$ cat src/rtl/q2_panel_ctrl_if.sv
// Front-panel bundle for q2_panel_ctrl: raw switches and core halt in, core controls out.
// The controller connects through the slave modport; the panel/core side uses master.
interface q2_panel_ctrl_if;
  logic start_sw;
  logic stop_sw;
  logic dep_sw;
  logic incp_sw;
  logic halt;
  logic run;
  logic dep;
  logic incp;
  logic busy;
  logic halted;

  modport master (
    output start_sw, stop_sw, dep_sw, incp_sw, halt,
    input  run, dep, incp, busy, halted
  );

  modport slave (
    input  start_sw, stop_sw, dep_sw, incp_sw, halt,
    output run, dep, incp, busy, halted
  );
endinterface

$ cat src/rtl/q2_panel_ctrl.sv
// q2 front-panel sequencer: synchronise/debounce panel switches, arbitrate, drive run/dep/incp.
// Optional macro Q2_PANEL_AUTOINC_EN: a completed deposit chains directly into an increment-P.
module q2_panel_ctrl #(
  parameter int DEBOUNCE_CYCLES = 1000,
  parameter int DEP_HOLD        = 4,
  parameter int INCP_HOLD       = 2
) (
  input  logic           clk,
  input  logic           rst,
  q2_panel_ctrl_if.slave pnl
);

  localparam int NSW      = 4;
  localparam int SW_START = 0;
  localparam int SW_STOP  = 1;
  localparam int SW_DEP   = 2;
  localparam int SW_INCP  = 3;

  localparam int                DB_W    = (DEBOUNCE_CYCLES > 1) ? $clog2(DEBOUNCE_CYCLES) : 1;
  localparam logic [DB_W-1:0]   DB_LAST = DB_W'(DEBOUNCE_CYCLES - 1);

  localparam int                MAX_HOLD  = (DEP_HOLD > INCP_HOLD) ? DEP_HOLD : INCP_HOLD;
  localparam int                HOLD_W    = $clog2(MAX_HOLD + 1);
  localparam logic [HOLD_W-1:0] DEP_LOAD  = HOLD_W'(DEP_HOLD);
  localparam logic [HOLD_W-1:0] INCP_LOAD = HOLD_W'(INCP_HOLD);

  // S_GAP is the single idle cycle between the chained deposit and increment phases.
  typedef enum logic [2:0] {
    S_STOP = 3'd0,
    S_RUN  = 3'd1,
    S_DEP  = 3'd2,
    S_GAP  = 3'd3,
    S_INCP = 3'd4
  } state_t;

  // ---------------------------------------------------------------------------
  // Switch input path: 2-flop synchroniser, debounce counter, rising-edge event
  // ---------------------------------------------------------------------------
  logic [NSW-1:0]  raw_sw;
  logic [NSW-1:0]  sync_a;
  logic [NSW-1:0]  sync_b;
  logic [NSW-1:0]  db_lvl;
  logic [NSW-1:0]  sw_ev;
  logic [DB_W-1:0] db_cnt [NSW];

  assign raw_sw = {pnl.incp_sw, pnl.dep_sw, pnl.stop_sw, pnl.start_sw};

  // NOTE: sequential state is written with <= so every flop samples pre-edge values.
  always_ff @(posedge clk) begin
    if (rst) begin
      sync_a <= '0;
      sync_b <= '0;
      // Debounced levels start high so a switch held through reset yields no event.
      db_lvl <= '1;
      sw_ev  <= '0;
      // NOTE: db_cnt is a small flop array, not a RAM, so it is safe to reset it here.
      for (int i = 0; i < NSW; i++) begin
        db_cnt[i] <= '0;
      end
    end else begin
      sync_a <= raw_sw;
      sync_b <= sync_a;
      for (int i = 0; i < NSW; i++) begin
        sw_ev[i] <= 1'b0;
        if (sync_b[i] == db_lvl[i]) begin
          db_cnt[i] <= '0;
        end else if (db_cnt[i] == DB_LAST) begin
          db_lvl[i] <= sync_b[i];
          db_cnt[i] <= '0;
          sw_ev[i]  <= sync_b[i];
        end else begin
          db_cnt[i] <= db_cnt[i] + 1'b1;
        end
      end
    end
  end

  logic start_ev;
  logic stop_ev;
  logic dep_ev;
  logic incp_ev;

  assign start_ev = sw_ev[SW_START];
  assign stop_ev  = sw_ev[SW_STOP];
  assign dep_ev   = sw_ev[SW_DEP];
  assign incp_ev  = sw_ev[SW_INCP];

  // ---------------------------------------------------------------------------
  // Sequencer FSM
  // ---------------------------------------------------------------------------
  state_t            state;
  state_t            state_next;
  logic [HOLD_W-1:0] hold_cnt;
  logic [HOLD_W-1:0] hold_next;
  logic              halt_q;
  logic              halt_rise;
  logic              halted_q;
  logic              halted_next;
  logic              run_q;
  logic              dep_q;
  logic              incp_q;
  logic              busy_q;

  // Only a fresh halt edge ends a run, so a start issued while halt is high sticks.
  assign halt_rise = pnl.halt & ~halt_q;

  // NOTE: every always_comb output gets a default first so no latch is inferred.
  always_comb begin
    state_next  = state;
    hold_next   = hold_cnt;
    halted_next = halted_q;

    case (state)
      S_STOP: begin
        // stop > start > dep > incp; a stop event here simply swallows the rest.
        if (!stop_ev) begin
          if (start_ev) begin
            state_next  = S_RUN;
            halted_next = 1'b0;
          end else if (dep_ev) begin
            state_next = S_DEP;
            hold_next  = DEP_LOAD;
          end else if (incp_ev) begin
            state_next = S_INCP;
            hold_next  = INCP_LOAD;
          end
        end
      end

      S_RUN: begin
        if (stop_ev) begin
          state_next = S_STOP;
        end else if (halt_rise) begin
          state_next  = S_STOP;
          halted_next = 1'b1;
        end
      end

      S_DEP: begin
        if (hold_cnt == HOLD_W'(1)) begin
`ifdef Q2_PANEL_AUTOINC_EN
          state_next = S_GAP;
`else
          state_next = S_STOP;
`endif
        end else begin
          hold_next = hold_cnt - 1'b1;
        end
      end

      S_GAP: begin
        state_next = S_INCP;
        hold_next  = INCP_LOAD;
      end

      S_INCP: begin
        if (hold_cnt == HOLD_W'(1)) begin
          state_next = S_STOP;
        end else begin
          hold_next = hold_cnt - 1'b1;
        end
      end

      default: begin
        state_next = S_STOP;
        hold_next  = '0;
      end
    endcase
  end

  // Outputs are decoded from the next state into flops so they align with the state.
  always_ff @(posedge clk) begin
    if (rst) begin
      state    <= S_STOP;
      hold_cnt <= '0;
      halt_q   <= 1'b0;
      halted_q <= 1'b0;
      run_q    <= 1'b0;
      dep_q    <= 1'b0;
      incp_q   <= 1'b0;
      busy_q   <= 1'b0;
    end else begin
      state    <= state_next;
      hold_cnt <= hold_next;
      halt_q   <= pnl.halt;
      halted_q <= halted_next;
      run_q    <= (state_next == S_RUN);
      dep_q    <= (state_next == S_DEP);
      incp_q   <= (state_next == S_INCP);
      busy_q   <= (state_next == S_DEP) || (state_next == S_GAP) || (state_next == S_INCP);
    end
  end

  assign pnl.run    = run_q;
  assign pnl.dep    = dep_q;
  assign pnl.incp   = incp_q;
  assign pnl.busy   = busy_q;
  assign pnl.halted = halted_q;

endmodule
$ cat src/flat_wrapper.sv
// flat-port wrapper written by rule: the top's interface ports become plain ports
module q2_panel_ctrl_flat 
#(
  parameter int DEBOUNCE_CYCLES = 1000,
  parameter int DEP_HOLD        = 4,
  parameter int INCP_HOLD       = 2
)
  (clk, rst, pnl_start_sw, pnl_stop_sw, pnl_dep_sw, pnl_incp_sw, pnl_halt, pnl_run, pnl_dep, pnl_incp, pnl_busy, pnl_halted);
  q2_panel_ctrl_if pnl_i ();
  input  logic clk;
  input  logic rst;
  input wire logic [$bits(pnl_i.start_sw)-1:0] pnl_start_sw;
  input wire logic [$bits(pnl_i.stop_sw)-1:0] pnl_stop_sw;
  input wire logic [$bits(pnl_i.dep_sw)-1:0] pnl_dep_sw;
  input wire logic [$bits(pnl_i.incp_sw)-1:0] pnl_incp_sw;
  input wire logic [$bits(pnl_i.halt)-1:0] pnl_halt;
  output wire logic [$bits(pnl_i.run)-1:0] pnl_run;
  output wire logic [$bits(pnl_i.dep)-1:0] pnl_dep;
  output wire logic [$bits(pnl_i.incp)-1:0] pnl_incp;
  output wire logic [$bits(pnl_i.busy)-1:0] pnl_busy;
  output wire logic [$bits(pnl_i.halted)-1:0] pnl_halted;
  assign pnl_i.start_sw = pnl_start_sw;
  assign pnl_i.stop_sw = pnl_stop_sw;
  assign pnl_i.dep_sw = pnl_dep_sw;
  assign pnl_i.incp_sw = pnl_incp_sw;
  assign pnl_i.halt = pnl_halt;
  assign pnl_run = pnl_i.run;
  assign pnl_dep = pnl_i.dep;
  assign pnl_incp = pnl_i.incp;
  assign pnl_busy = pnl_i.busy;
  assign pnl_halted = pnl_i.halted;
  q2_panel_ctrl #(.DEBOUNCE_CYCLES(DEBOUNCE_CYCLES), .DEP_HOLD(DEP_HOLD), .INCP_HOLD(INCP_HOLD)) u_core (.clk(clk), .rst(rst), .pnl(pnl_i));
endmodule
$ cat config.mk
export PLATFORM = sky130hd
export DESIGN_NAME = q2_panel_ctrl_flat
export DESIGN_NICKNAME = d
export VERILOG_FILES = /design/src/rtl/q2_panel_ctrl_if.sv /design/src/rtl/q2_panel_ctrl.sv /design/src/flat_wrapper.sv
export SDC_FILE = /design/constraint.sdc
export NUM_CORES = 1
export LEC_CHECK = 0
export CELL_PAD_IN_SITES_DETAIL_PLACEMENT = 0
export CELL_PAD_IN_SITES_GLOBAL_PLACEMENT = 1
export CORE_ASPECT_RATIO = 0.9
export CORE_MARGIN = 4
export CORE_UTILIZATION = 45
export CTS_CLUSTER_SIZE = 30
export DETAILED_ROUTE_END_ITERATION = 7
export PLACE_DENSITY_LB_ADDON = 0.1
export SLEW_MARGIN = 5
export SYNTH_ARGS = -nofsm -noshare
export SYNTH_HDL_FRONTEND = slang
export SYNTH_SLANG_ARGS = --single-unit
$ cat constraint.sdc
create_clock -name clk -period 2 [get_ports clk]
set_clock_uncertainty 0.1 [all_clocks]
set_input_delay 0.5 -clock clk [delete_from_list [all_inputs] [get_ports clk]]
set_output_delay 0.5 -clock clk [all_outputs]
set_load 0.1 [all_outputs]
; Word level (Yosys, flattened, before mapping)
; Memory sizes are Yosys's and may differ from the RTL's.
; Cells that the tools add are included.
[word_totals]
mem_count = 1
romBits = 0
latchBits = 0
register_bits = 28
input_bits = 7
ram_bits = 40
out_inout_bits = 5
[op_classes]
n_addsub = 5
mul = 0
muxes = 77
shifts = 0
n_div = 0
n_reduce_logical = 15
bitwise_logic = 23
n_lt_le_gt_ge = 0
n_eq_ne = 24
[memory_table]
columns = memory, depth, width, read_ports, rd_ports_with_merged_regs, wr, line
row1 = u_core.db_cnt, 4, 10, 4, 0, 4, q2_panel_ctrl.sv:44  ; logic [DB_W-1:0] db_cnt [NSW];
[op_table]
columns = operator, n
row1 = 10-bit 2-to-1 mux, 12
row2 = 1-bit 2-to-1 mux, 50
row3 = 10-bit by 1-bit adder with 10-bit output (second input constant), 4
row4 = 10-bit equality test (second input constant), 4
row5 = 3-bit 2-to-1 mux, 12
row6 = 3-bit one-hot mux with 4 select lines, 2
row7 = 3-bit by 2-bit equality test with 1-bit output (second input constant), 4
row8 = 1-bit OR, 12
row9 = 3-bit OR reduction, 4
row10 = 1-bit inverter, 10
row11 = 5-bit AND reduction, 2
row12 = 3-bit by 1-bit equality test with 1-bit output (second input constant), 3
row13 = 2-bit inequality test (second input constant), 4
row14 = 2-bit AND reduction, 4
row15 = 3-bit equality test (second input constant), 2
row16 = 1-bit equality test, 4
row17 = 2-bit by 1-bit inequality test with 1-bit output (second input constant), 2
row18 = 3-bit zero test, 1
row19 = 3-bit by 1-bit inequality test with 1-bit output (second input constant), 1
row20 = 3-bit by 1-bit subtractor with 3-bit output (second input constant), 1
row21 = 1-bit logical OR, 2
row22 = 1-bit one-hot mux with 2 select lines, 1
row23 = 2-bit nonzero test, 1
row24 = 2-bit OR reduction, 1
row25 = 1-bit AND, 1

; Depth between registers and ports, before layout
[depth]
depth_word = 8
depth_mapped = 6

; Least setup slack after synthesis
; No wires, ideal clock.
[synth_path]
path_type = register to register
start = memory u_core.db_cnt[3][0] (netlist bit)
end = memory u_core.db_cnt[3][3] (netlist bit), data pin
setup_time_ns = 0.260
path_stages_with_launch = 7
n_path_buf = 1
t_arrival_ns = 1.473
slack_ns = 0.167
cell_sequence = edfxtp_1 > ha_1 > and4b_1 > nor3b_1 > or2_2 > clkbuf_1 > nor2_1
[synth_rtl]
columns = item, line
row1 = "start, declared", q2_panel_ctrl.sv:44

==> out/qor_table.md <==
| Quantity | Value | Unit |
| --- | --- | --- |
| TritonCTS buffer count | 9 | - |
| Maximum number of pins on one net before global-route repair | 15 | - |
| Final weighted congestion of routability-driven global placement | 0.764 | - |
| Instance count after placement with tap cells included | 459 | - |
| Final Cycle Share | 92.8 | % |
| Worst-case setup slack after placement | -41.0 | ps |
| Clock period minus worst slack | 1860 | ps |
| Endpoints failing hold | 0 | - |
| Quantity of hold-fixing buffers added after cts | 0 | - |
| Total negative setup slack | 0 | ps |
| Synth Area in Adders | 2.32 | % |
| Non-Filler Cell Area, Final | 3900 | µm² |
| Mux share of post-synthesis cell area | 0 | % |
| HPWL after DPL | 4.22 | mm |
| H-tree levels | 3 | - |
| Post-Layout Cell Count | 475 | - |
| Clock Latency Late Sink | 340 | ps |
| Most frequent cells after synthesis | sky130_fd_sc_hd__nor2_1, sky130_fd_sc_hd__edfxtp_1, sky130_fd_sc_hd__dfxtp_1 | - |
| Category of the most critical setup path | flip-flop to flip-flop | - |
| Port Buffer Count | 11 | - |
| Via density per instance | 4.91 | - |
| Hold wc startpoint | u_core.sync_a[0] | - |
| Count of routing violations after the opening detailed-route iteration | 73 | - |
| Number of iterations in the first detailed-routing pass | 4 | - |
| Core Area | 7000 | µm² |
| Overall global routing resource usage | 14.5 | % |
| Combinational family with the most area after synthesis | simple AND/OR/NAND/NOR gates | - |
| Number of sinks driven by the clock tree | 68 | - |
| Floorplan die height | 88.4 | µm |
| Post-CTS repair timing setup buffer count | 0 | - |
| Area growth syn-to-layout | 20.6 | % |
| Hold WC Path Type | flip-flop to flip-flop | - |
| Top fanout value on the critical path | 6 | - |
| Share of cells above drive strength 1 | 9.95 | % |
| Top-Level Pins | 12 | - |
| Root buffer cell | sky130_fd_sc_hd__clkbuf_8 | - |
| Starting utilization of the core area | 46.2 | % |
| Library cell occupying the most area in the post-synthesis netlist | sky130_fd_sc_hd__edfxtp_1 | - |
| Run status | finished clean | - |
| Area of the die | 8610 | µm² |
| Fraction of synthesis flops using an asynchronous set or reset pin | 0 | % |
| Pins Over Slew Limit | 0 | - |
| Number of synthesized register bits | 68 | - |
| Number of vias in the routed layout | 2331 | - |
| Routed wirelength normalized by instance count | 11.9 | µm |
| Total number of yosys warnings | 0 | - |
| Worst setup path start | u_core.db_cnt[3][0] | - |
| Data arrival time of the critical path | 1950 | ps |
| Xor/xnor share of the synthesized area | 7.59 | % |
| Leakage power figure | 1.45 | nW |
| Total routed wirelength | 5.66 | mm |
| Overall Power | 2.90 | mW |
| WP data required | 2100 | ps |
| Fin Hold WS | 339 | ps |
| Leading post-synthesis cells by cell area | sky130_fd_sc_hd__edfxtp_1, sky130_fd_sc_hd__dfxtp_1, sky130_fd_sc_hd__nor2_1 | - |
| Proportion of synthesized chip area in sequential cells | 54.5 | % |
| Floorplan die width | 97.3 | µm |
| RSZ-0062 raised after global routing | no | - |
| Cell Area, Synth | 3230 | µm² |
| Finish-stage setup viols | 0 | - |
| Syn Inst Count | 313 | - |
| TritonCTS clock tree | yes | - |
| R2r setup slk | 140 | ps |
| Wire length of the first global-routing pass | 9.96 | mm |
| Final #Nets | 390 | - |
| Diode insertion count for antenna repair | 0 | - |
| Critical path launch point type | flip-flop | - |
| Remaining global-route overflow | 0 | - |
| Syn avg cell area | 10.3 | µm² |
| Primary flip-flop cell chosen by synthesis mapping | sky130_fd_sc_hd__edfxtp_1 | - |
| Number of antenna violations at the first check in global routing | 0 | - |
| Min setup slack post-route | 145 | ps |
| Maximum operating frequency | 539 | MHz |
| Fraction of the mapped netlist area in simple logic gates | 25.1 | % |
| Most frequently used cell type in the post-synthesis netlist | sky130_fd_sc_hd__nor2_1 | - |
| DRC viols | 0 | - |
| Post-cts resize count | 0 | - |
| Fraction of the mapped netlist area in compound gates | 8.48 | % |
| Power per unit of standard cell area | 745 | nW/µm² |
| DRT antenna net count | 0 | - |
| CTS clock-pin slew for the worst setup and hold paths | 70 | ps |
| FF-to-FF Start | u_core.db_cnt[3][0] | - |
| EDFF count, synth | 40 | - |
| Area of placed instances | 3710 | µm² |
| Core Util, Final | 55.7 | % |
| Number of placement rows | 29 | - |
| Peak ir drop on the vdd network | 568 | µV |
| Top cell type's share of synthesized area | 37.2 | % |
| Critical Path End Type | flip-flop | - |
| Unique cell type count in the Yosys netlist | 45 | - |
| Maximum Capacitance Violations | 0 | - |
| Number of buffers on the longest clock path | 2 | - |
| Via count of the first global-routing pass | 2189 | - |
==> worst max-delay path, cell delays in order (launching register included) <==
cell	delay (ps)
sky130_fd_sc_hd__edfxtp_1	430
sky130_fd_sc_hd__ha_1	240
sky130_fd_sc_hd__and4b_1	210
sky130_fd_sc_hd__nor3b_1	150
sky130_fd_sc_hd__buf_4	150
sky130_fd_sc_hd__or2_2	320
sky130_fd_sc_hd__nor2_1	120
==> layer usage <==
layer	vias to the layer above	track usage, %	wire (µm)
li1	1220	-	-
met1	1071	18.6	2890
met2	35	23.1	2480
met3	5	5.04	229
met4	0	4.91	63
met5	-	0	0
==> logic make-up after synthesis <==
group,after synthesis
fa+ha+maj,6
buf+inv,16
simple gates,157
flops,68
compound gates,37
other cells,1
xor+xnor,28
==> area by class of cell <==
cell class	instances	area [µm²]
flip-flops and latches	68	1760
repair buffers	22	243
inverters	8	30.0
well taps	93	116
fillers	652	3100
clock buffers	10	128
multi-input cells	268	1560
clock inverters	6	65.1
==> where the power goes <==
group / internal (mW) / total, mW / switching [mW]
combinational: 0.0892 / 0.189 / 0.0998
sequential: 1.56 / 1.62 / 0.0617
clock: 0.573 / 1.09 / 0.521
==> worst paths after layout <==
check | end | depth (start not counted)
worst min register to register | u_core.sync_b[0] | 1
worst max register to register | u_core.db_cnt[3][5] | 6
worst max-delay path | u_core.db_cnt[3][5] | 6
worst min-delay path | u_core.sync_b[0] | 1
==> placed cells by master, fill, tap and decap left out, types with 3 or more instances in the layout <==
cell                               n
sky130_fd_sc_hd__a211o_1           4
sky130_fd_sc_hd__a21oi_1           9
sky130_fd_sc_hd__a31oi_1           3
sky130_fd_sc_hd__and3_1           10
sky130_fd_sc_hd__buf_12            5
sky130_fd_sc_hd__buf_4            11
sky130_fd_sc_hd__clkbuf_8          9
sky130_fd_sc_hd__clkdlybuf4s50_1   6
sky130_fd_sc_hd__clkinvlp_4        3
sky130_fd_sc_hd__conb_1           40
sky130_fd_sc_hd__dfxtp_1          28
sky130_fd_sc_hd__edfxtp_1         40
sky130_fd_sc_hd__ha_1              6
sky130_fd_sc_hd__inv_1             8
sky130_fd_sc_hd__nand2_1          19
sky130_fd_sc_hd__nand2b_1          7
sky130_fd_sc_hd__nand3_1          17
sky130_fd_sc_hd__nand4_1           5
sky130_fd_sc_hd__nor2_1           49
sky130_fd_sc_hd__nor2b_1          14
sky130_fd_sc_hd__nor3_1           11
sky130_fd_sc_hd__nor3b_1           3
sky130_fd_sc_hd__nor4_1            3
sky130_fd_sc_hd__o211ai_1          3
sky130_fd_sc_hd__o221a_2           4
sky130_fd_sc_hd__or2_2             3
sky130_fd_sc_hd__xnor2_1          14
sky130_fd_sc_hd__xor2_1           14
==> registers in the layout, summed over array words and instances, names as in the netlist <==
| name | flops |
|---|---|
| u_core.pnl.dep | 1 |
| u_core.sw_ev | 4 |
| u_core.state | 3 |
| u_core.pnl.busy | 1 |
| u_core.db_lvl | 4 |
| u_core.hold_cnt | 3 |
| u_core.sync_a | 4 |
| u_core.sync_b | 4 |
| u_core.pnl.run | 1 |
| u_core.pnl.halted | 1 |
| u_core.pnl.incp | 1 |
| u_core.halt_q | 1 |
| u_core.db_cnt | 40 |
(Power assumes the default switching activity.)
==> RTL edit: new RTL, same flow settings <==
`INCP_HOLD` is set to 2 in 2 places; all go to 1.
--- a/src/rtl/q2_panel_ctrl.sv
+++ b/src/rtl/q2_panel_ctrl.sv
@@ -4,5 +4,5 @@
   parameter int DEBOUNCE_CYCLES = 1000,
   parameter int DEP_HOLD        = 4,
-  parameter int INCP_HOLD       = 2
+  parameter int INCP_HOLD       = 1
 ) (
   input  logic           clk,
--- a/src/flat_wrapper.sv
+++ b/src/flat_wrapper.sv
@@ -4,5 +4,5 @@
   parameter int DEBOUNCE_CYCLES = 1000,
   parameter int DEP_HOLD        = 4,
-  parameter int INCP_HOLD       = 2
+  parameter int INCP_HOLD       = 1
 )
   (clk, rst, pnl_start_sw, pnl_stop_sw, pnl_dep_sw, pnl_incp_sw, pnl_halt, pnl_run, pnl_dep, pnl_incp, pnl_busy, pnl_halted);
Formal check against the unedited RTL: same outputs for any inputs over 10 cycles, from zero or initial values and one cycle with rst high; that may be too few to reach the edited logic, so the function may still have changed.
==> RTL edit against the original RTL <==
Worst setup slack lost 53 ps. Non-clock buffer count grew 6. Synthesized area grew 1.2%. Sequential power is essentially flat. Sequential share of layout area shrank 0.73 points. First-iteration DRC count shrank 23%. Power grew 1.2%. Largest cell class unchanged. Sequential cell count is the same. Critical path depth shrank 2. Utilization grew 0.33 points. Design area grew 1.6%. Routed wire length shrank 2.4%.
==> RTL edit: results (changes against the original RTL) <==
INFO  metric hold_buffer_count_at_cts = 0 (unchanged)
INFO  metric diodes = 0 (unchanged)
INFO  metric cts_max_path_buffers = 2 (unchanged)
INFO  metric number_of_flip_flops_under_the_largest_register_name = 40 (unchanged)
INFO  metric critPathMaxFanout = 4 (-2)
INFO  metric timing.final.ws_setup = 91.31 ps (-53.21 ps)
INFO  metric yosysWarnings = 0 (unchanged)
INFO  metric fraction_of_the_mapped_netlist_area_in_compound_gates = 9.564% (+1.1 points)
INFO  metric path_clk_slew = 70 ps (about the same)
INFO  metric net_switching_fraction_of_the_power = 23.31% (-0.19 points)
INFO  metric arrival = 1900 ps (-50 ps)
INFO  metric async_reset_ff_share = 0% (unchanged)
INFO  metric drt_iter0_drc = 56 (-23%)
INFO  metric viasPerCell = 4.894 (-0.27%)
INFO  metric muxShareOfSynthArea = 0% (unchanged)
INFO  metric post_synth_fa_ha_maj_area_fraction = 2.295% (-0.027 points)
INFO  metric fill_cell_count = 642 (-1.5%)
INFO  metric grt_start_max_net_pins = 16 (+1)
INFO  metric worst_hold_path_type = register to register
INFO  metric totalNegativeSetupSlack = 0 ps (unchanged)
INFO  metric groute.usage.overall = 14.02% (-0.44 points)
INFO  metric vdd_ir_max = 0.4385 mV (-23%)
INFO  metric insertion_delay_of_the_later_clocked_pin_in_the_worst_skew_pair = 330 ps
INFO  metric htree_levels = 3 (unchanged)
INFO  metric timing.critical_path.max_delay_family = simple AND/OR/NAND/NOR gates
INFO  metric detailedPlace.worstSlack = 35.56 ps (+76.54 ps)
INFO  metric post_route_cells_drive_above_1_share = 12.93% (+3.0 points)
INFO  metric portBuffers = 11 (unchanged)
INFO  metric max_flop_register = u_core.db_cnt
INFO  metric routedWlPerCell = 11.70 um (-1.8%)
INFO  metric grt_pass1_vias = 2179 (-0.46%)
INFO  metric synth.yosys.seq_area_share = 53.86% (-0.63 points)
INFO  metric cts_root_buf = clkbuf_8
INFO  metric max_stage_delay = 720 ps (+290 ps)
INFO  metric hpwlAfterDp = 4.146 mm (-1.7%)
INFO  metric power.leakage = 1.549 nW (+6.7%)
INFO  metric postCtsSetupBuffers = 0 (unchanged)
INFO  metric cts_made_buffers = 9 (unchanged)
INFO  metric yosys-top-cells-count = edfxtp_1, nor2_1, dfxtp_1, nand3_1, xor2_1
INFO  metric yosys.area_share.xor_xnor = 7.498% (-0.087 points)
INFO  metric post_synth_main_area_contributors = edfxtp_1, dfxtp_1, xor2_1
INFO  metric fin_nets = 387 (-0.77%)
INFO  metric outcome = finished, final reports clean
INFO  metric global_route_wire_length_before_repair = 9.680 mm (-2.8%)
INFO  metric timing.critical_path.slowest_stage_cell = or4b_2
INFO  metric synth-edff-count = 40 (unchanged)
INFO  metric first_pass_iters = 4 (unchanged)
INFO  metric place_congestion = 0.7687 (+0.62%)
INFO  metric number_of_antenna_violations_at_the_first_check_in_global_routing = 0 (unchanged)
INFO  metric synth.distinct_cells = 48 (+6.7%)
[RTL edit: per-stage QoR]
step | area [um^2] | hold WS, ps | instances
floorplan | 3417 | 313.8 | 341
global placement | 3774 | 323.3 | 456
detailed placement | 3774 | 324.2 | 456
CTS | 3961 | 345.4 | 472
global route | 3964 | 364.3 | 472
finish | 3964 | 339.3 | 472
[RTL edit: per-layer routing]
metal / vias to the layer above / track usage [%] / share of wire, %
met4: 0 / 4.151 / 1.2
met1: 1062 / 18.11 / 50
met5: - / 0 / 0
li1: 1215 / - / -
met3: 6 / 5.280 / 3.5
met2: 27 / 22.19 / 45
[RTL edit: area by class of cell]
| cell class | count | share of cell area (%) |
|---|---|---|
| repair buffers | 28 | 7.260 |
| multi-input cells | 259 | 39.87 |
| inverters | 8 | 0.7576 |
| clock inverters | 3 | 0.4419 |
| flip-flops and latches | 68 | 44.44 |
| well taps | 93 | 2.936 |
| clock buffers | 13 | 4.293 |
[RTL edit: worst paths after layout]
kind	from	endpoint	slack [ps]	cells past startpoint
worst max-delay path	u_core.db_cnt[0][0]$_SDFFCE_PN0P_	u_core.db_cnt[0][1]$_SDFFCE_PN0P_	90	4
worst min register to register	u_core.sync_a[2]$_SDFF_PP0_	u_core.sync_b[2]$_SDFF_PP0_	340	1
worst max register to register	u_core.db_cnt[0][0]$_SDFFCE_PN0P_	u_core.db_cnt[0][1]$_SDFFCE_PN0P_	90	4
worst min-delay path	u_core.sync_a[2]$_SDFF_PP0_	u_core.sync_b[2]$_SDFF_PP0_	340	1
[RTL edit: logic make-up after synthesis]
family	Yosys count
simple gates	143
flops	68
compound gates	42
xor+xnor	28
buf+inv	14
fa+ha+maj	6
other cells	1
[RTL edit: what timing repair did]
action | 4_1_cts | 5_1_grt
setup endpoints to repair | 0 | 4
hold endpoints to repair | 0 | 0
gates resized for setup | 0 | 1
[RTL edit: power by group through the flow]
| stage | sequential (mW) | clock (mW) | combinational, mW |
|---|---|---|---|
| final | 1.62 | 1.04 | 0.273 |
| after global routing | 1.63 | 1.16 | 0.310 |
| after floorplan | 1.66 | 0 | 0.166 |
| after global placement | 1.65 | 0 | 0.271 |
| after CTS | 1.62 | 1.09 | 0.274 |
| after detailed placement | 1.66 | 0 | 0.272 |
